**src/rtl/des_key_schedule.sv**
```systemverilog
// Iterative DES round-subkey generator.
// A 64-bit key goes through PC-1 into two 28-bit halves, C and D. The block
// then emits the sixteen 48-bit subkeys, PC-2(C,D), one per valid/ready
// handshake. It holds a single subkey register and a round counter, with no
// precomputed key table.
// Optional build macro DES_DECRYPT_EN adds a 'decrypt' input. When decrypt is
// set on the load, the subkeys come out in reverse order (K16 first).
module des_key_schedule #(
    parameter int ROUNDS = 16
) (
    input  logic        clk,
    input  logic        rst_n,
    input  logic [63:0] key_in,
    input  logic        load,
`ifdef DES_DECRYPT_EN
    input  logic        decrypt,
`endif
    output logic        load_ready,
    output logic [47:0] subkey_out,
    output logic        subkey_valid,
    input  logic        subkey_ready,
    output logic [3:0]  round_idx,
    output logic        last_round
);

    // FIPS tables, 1-based bit numbers, MSB (bit 1) first
    localparam int PC1_T [56] = '{
        57, 49, 41, 33, 25, 17,  9,  1, 58, 50, 42, 34, 26, 18,
        10,  2, 59, 51, 43, 35, 27, 19, 11,  3, 60, 52, 44, 36,
        63, 55, 47, 39, 31, 23, 15,  7, 62, 54, 46, 38, 30, 22,
        14,  6, 61, 53, 45, 37, 29, 21, 13,  5, 28, 20, 12,  4
    };
    localparam int PC2_T [48] = '{
        14, 17, 11, 24,  1,  5,  3, 28, 15,  6, 21, 10,
        23, 19, 12,  4, 26,  8, 16,  7, 27, 20, 13,  2,
        41, 52, 31, 37, 47, 55, 30, 40, 51, 45, 33, 48,
        44, 49, 39, 56, 34, 53, 46, 42, 50, 36, 29, 32
    };

    typedef enum logic {IDLE, RUN} state_t;

    // FIPS bit i of the key sits at key[64-i]; CD bit j sits at cd[56-j]
    function automatic logic [55:0] pc1(input logic [63:0] k);
        logic [55:0] r;
        r = '0;
        for (int j = 0; j < 56; j++) r[6'(55 - j)] = k[6'(64 - PC1_T[j])];
        return r;
    endfunction

    function automatic logic [47:0] pc2(input logic [55:0] cd);
        logic [47:0] r;
        r = '0;
        for (int j = 0; j < 48; j++) r[6'(47 - j)] = cd[6'(56 - PC2_T[j])];
        return r;
    endfunction

    // Rounds 1, 2, 9 and 16 rotate by one; every other round rotates by two
    function automatic logic shift_two(input logic [4:0] rnd);
        return !(rnd == 5'd1 || rnd == 5'd2 || rnd == 5'd9 || rnd == 5'd16);
    endfunction

    function automatic logic [27:0] rotl(input logic [27:0] h, input logic two);
        return two ? {h[25:0], h[27:26]} : {h[26:0], h[27]};
    endfunction

`ifdef DES_DECRYPT_EN
    function automatic logic [27:0] rotr(input logic [27:0] h, input logic two);
        return two ? {h[1:0], h[27:2]} : {h[0], h[27:1]};
    endfunction
`endif

    state_t      state_q;
    logic [27:0] c_q, d_q;
    logic [27:0] c_ld_d, d_ld_d, c_step_d, d_step_d;
    logic [55:0] pc1_cd;
    logic [47:0] subkey_q;
    logic [3:0]  round_q;
    logic        valid_q, last_q, ready_q, hs;
`ifdef DES_DECRYPT_EN
    logic        dir_q;
`endif

    // Halves for a fresh load and for the next round after a handshake
    always_comb begin
        pc1_cd   = pc1(key_in);
        hs       = valid_q && subkey_ready;
        c_ld_d   = rotl(pc1_cd[55:28], 1'b0);
        d_ld_d   = rotl(pc1_cd[27:0], 1'b0);
        c_step_d = rotl(c_q, shift_two(5'(round_q) + 5'd2));
        d_step_d = rotl(d_q, shift_two(5'(round_q) + 5'd2));
`ifdef DES_DECRYPT_EN
        // Decrypt starts from the unrotated halves (K16) and walks backwards
        if (decrypt) begin
            c_ld_d = pc1_cd[55:28];
            d_ld_d = pc1_cd[27:0];
        end
        if (dir_q) begin
            c_step_d = rotr(c_q, shift_two(5'd16 - 5'(round_q)));
            d_step_d = rotr(d_q, shift_two(5'd16 - 5'(round_q)));
        end
`endif
    end

    // Control FSM with registered subkey, counter and handshake flags
    always_ff @(posedge clk or negedge rst_n) begin
        if (!rst_n) begin
            state_q  <= IDLE;
            c_q      <= '0;
            d_q      <= '0;
            subkey_q <= '0;
            round_q  <= '0;
            valid_q  <= 1'b0;
            last_q   <= 1'b0;
            ready_q  <= 1'b1;
`ifdef DES_DECRYPT_EN
            dir_q    <= 1'b0;
`endif
        end else begin
            case (state_q)
                IDLE: begin
                    if (load) begin
                        state_q  <= RUN;
                        c_q      <= c_ld_d;
                        d_q      <= d_ld_d;
                        subkey_q <= pc2({c_ld_d, d_ld_d});
                        round_q  <= '0;
                        valid_q  <= 1'b1;
                        last_q   <= (ROUNDS == 1);
                        ready_q  <= 1'b0;
`ifdef DES_DECRYPT_EN
                        dir_q    <= decrypt;
`endif
                    end
                end
                RUN: begin
                    if (hs) begin
                        if (round_q == 4'(ROUNDS - 1)) begin
                            state_q <= IDLE;
                            valid_q <= 1'b0;
                            last_q  <= 1'b0;
                            ready_q <= 1'b1;
                        end else begin
                            c_q      <= c_step_d;
                            d_q      <= d_step_d;
                            subkey_q <= pc2({c_step_d, d_step_d});
                            round_q  <= round_q + 4'd1;
                            last_q   <= ((round_q + 4'd1) == 4'(ROUNDS - 1));
                        end
                    end
                end
                default: state_q <= IDLE;
            endcase
        end
    end

    assign load_ready   = ready_q;
    assign subkey_out   = subkey_q;
    assign subkey_valid = valid_q;
    assign round_idx    = round_q;
    assign last_round   = last_q;

endmodule

```
**config.mk**
```make
export PLATFORM = sky130hd
export DESIGN_NAME = des_key_schedule
export DESIGN_NICKNAME = d
export VERILOG_FILES = /design/src/rtl/des_key_schedule.sv
export SDC_FILE = /design/constraint.sdc
export NUM_CORES = 1
export LEC_CHECK = 0
export CAP_MARGIN = 20
export CORE_ASPECT_RATIO = 1.4
export CORE_MARGIN = 2
export CORE_UTILIZATION = 35
export DETAILED_ROUTE_END_ITERATION = 16
export DONT_BUFFER_PORTS = 1
export PLACE_DENSITY = 0.47
export SYNTH_ARGS = -nofsm -noshare
export SYNTH_HDL_FRONTEND = slang
export SYNTH_SLANG_ARGS = --single-unit
```
**constraint.sdc**
```tcl
create_clock -name clk -period 3.9 [get_ports clk]
set_input_delay 0.78 -clock clk [delete_from_list [all_inputs] [get_ports clk]]
set_output_delay 0.78 -clock clk [all_outputs]
set_load 0.005 [all_outputs]
```
==> impl_metrics.csv <==
group,metric,value,unit
grt,gr-usage-all-layers,17.7,%
cells_and_area,fin_area,0.00414,mm2
logic_synthesis,synthTopCellsByCount,"dfrtp_1, buf_4, nand2_1",
logic_synthesis,yosysMostFrequentCell,"dfrtp_1",
critical_path,critical-path-max-stage-delay,0.69,ns
logic_synthesis,synth_top_cell_area_share,38.6,%
detailed_routing,drc,0,
critical_path,rrSetupSlack,1.45,ns
timing,clock_skew,0.00582,ns
pwr,p_leak,1.69,nW
logic_synthesis,synthCells,440,
clock_network,htreeDepth,3,
detailed_routing,avgViaCountPerCell,5.80,
logic_synthesis,netlist.top_cell.by_area,"dfrtp_1",
pwr,p_per_area,867,mW/mm2
critical_path,cp_top_family,"simple AND/OR/NAND/NOR gates",
floorplan,core-area,0.0113,mm2
place,place_congestion,0.699,
detailed_routing,drt-initial-drc-count,237,
critical_path,critPathArrivalTime,2.66,ns
grt,grt_pass1_vias,3197,
pwr,vdd_drop_max,855,uV
timing,finalHoldViolCount,0,
detailed_routing,drt-total-wl,10400,um
critical_path,critPathLaunchType,"register",
critical_path,r2r_end,"c_q[25]$_DFFE_PN0P_",
cells_and_area,drive_gt1_share,16.8,%
grt,antenna_found_initial,0,
floorplan,rows,46,
critical_path,path_depth,7,
flow_run,maxCapViolations,0,
grt,grt_max_degree,99,
clock_network,cts_setup_buffers,0,
clock_network,clockBufferDepth,2,
timing,rsz0062_at_grt,"no",
place,io_buffers,0,
cells_and_area,finalNetCount,459,
timing,period_minus_slack,2.45,ns
clock_network,post_cts_resized,0,
critical_path,worstPathCellList,"inv_1, ha_1, and3_1, o2111ai_4, and2_2, buf_12, o211ai_2",
logic_synthesis,ys.warnings.count,0,
logic_synthesis,ys_types,31,
critical_path,end_kind,"register",
detailed_routing,dr.pass1.iters,4,
logic_synthesis,synth_edf_count,0,
place,dpl-instance-area,0.00386,mm2
timing,drv_slew,0,
logic_synthesis,ys_seq_area_share,39.3,%
critical_path,crit_buf_inv,2,
logic_synthesis,synth.avg_cell_area,9.27,um2
critical_path,crit_type,"reg2reg",
cells_and_area,diodes,0,
clock_network,cts_tree,"yes",
critical_path,cp_slowest_cell,"and2_2",
logic_synthesis,synth-async-reset-ratio,100,%
logic_synthesis,synth.area.top_cells,"dfrtp_1, o211ai_2, buf_4",
grt,grt_pass1_wl,17500,um
logic_synthesis,synth_ff_type,"dfrtp_1",
outcome,status,"finished clean",
logic_synthesis,synthesis.area,0.00408,mm2
timing,setup_violations,0,
critical_path,crit_fanout,31,
floorplan,initial_utilization,36.0,%
detailed_routing,vias,3108,
grt,grt_overflow_total,0,
floorplan,pin_count,123,
place,post-place-cells,520,
min_path,hold_class,"in2async",
timing,final.setup.tns,0,ns
cells_and_area,syn2layout_area_growth,1.35,%
critical_path,rr_worst_depth,7,
clock_network,cts.sinks,64,
timing,timing.hold.ws,0.143,ns
place,dp.final_hpwl,6240,um
floorplan,die_w,95.3,um
cells_and_area,finalNonFillerCells,536,
clock_network,cts.clk_slew.worst_paths,0.05,ns
clock_network,clockRootBuffer,"clkbuf_16",
clock_network,holdBufCountCts,0,
critical_path,r2r-start,"round_idx[0]$_DFFE_PN0P_",
timing,post-route-period-util,62.9,%
timing,max_slew_margin,48.7,%
detailed_routing,antenna_violating_nets_post_route,0,
timing,fmax,0.408,GHz
critical_path,required,4.11,ns
logic_synthesis,ys_ff_latch,64,
cells_and_area,final_util,36.5,%
timing,worst_slew_pin_slew,0.769,ns
detailed_routing,avgRoutedWirePerCell,19.4,um
clock_network,numCtsBuffers,9,
clock_network,clk_latency,0.34,ns
floorplan,die_h,132,um
floorplan,dieArea,0.0125,mm2
[how the worst max path moves through the flow]
| stage | start | end | slack [ns] |
|---|---|---|---|
| after floorplan | subkey_ready | c_q[20]$_DFFE_PN0P_ | 2.09 |
| after global placement | round_idx[0]$_DFFE_PN0P_ | c_q[26]$_DFFE_PN0P_ | 1.46 |
| after detailed placement | round_idx[0]$_DFFE_PN0P_ | c_q[26]$_DFFE_PN0P_ | 1.46 |
| after CTS | round_idx[1]$_DFFE_PN0P_ | c_q[2]$_DFFE_PN0P_ | 1.44 |
| after global routing | round_idx[1]$_DFFE_PN0P_ | d_q[26]$_DFFE_PN0P_ | 1.24 |
| final | round_idx[0]$_DFFE_PN0P_ | c_q[25]$_DFFE_PN0P_ | 1.45 |
[final cells by class]
class	count	area [um2]
clock buffers	16	272
fillers	1169	7200
inverters	4	15.0
multi-input cells	300	1980
flip-flops and latches	64	1600
well taps	144	180
repair buffers	8	85.1
[where the power goes]
part / switching (mW) / internal [mW]
combinational: 0.944 / 0.558
clock: 0.291 / 0.466
sequential: 0.362 / 0.966
[flip-flops by register name (all words and copies together) (netlist names)]
name,count
subkey_out,1
subkey_valid,1
d_q,27
load_ready,1
round_idx,4
last_round,1
state_q,1
c_q,28
[kinds of logic (layout without fill, tap and decap cells)]
kind of cell / after synthesis / in the layout / synth area share [%]
and+or+nand+nor: 172 / 172 / 21.1
DFF: 64 / 64 / 39.3
other: 1 / 22 / 0.0919
xor gates and xnor gates: 2 / 2 / 0.429
buffers and inverters: 97 / 28 / 15.1
AOI/OAI and AO/OA: 99 / 99 / 22.5
muxes: 1 / 1 / 0.245
adders and majority gates: 4 / 4 / 1.23
[metrics by stage]
step | total power [mW] | setup WS (ns)
after floorplan | 2.67 | 2.09
after global placement | 2.84 | 1.46
after detailed placement | 2.86 | 1.46
after CTS | 3.62 | 1.44
after global routing | 3.86 | 1.24
final | 3.59 | 1.45
[metal layers]
layer | share of wire (%) | global-route usage [%] | vias to the layer above
li1 | - | - | 1440
met1 | 42 | 22.0 | 1591
met2 | 51 | 29.1 | 68
met3 | 5.3 | 4.75 | 9
met4 | 1.6 | 6.52 | 0
met5 | 0 | 0 | -
[layout by cell type (no fill, tap or decap), types with 9 or more instances in the layout]
master	count
nand2b_1	16
o22ai_1	16
nand4_1	40
conb_1	22
nand3_1	44
nand2_1	44
clkbuf_16	9
nor2_1	19
a211oi_1	32
o211ai_2	40
dfrtp_1	63
Note: power is estimated with default switching activity, not from simulation.
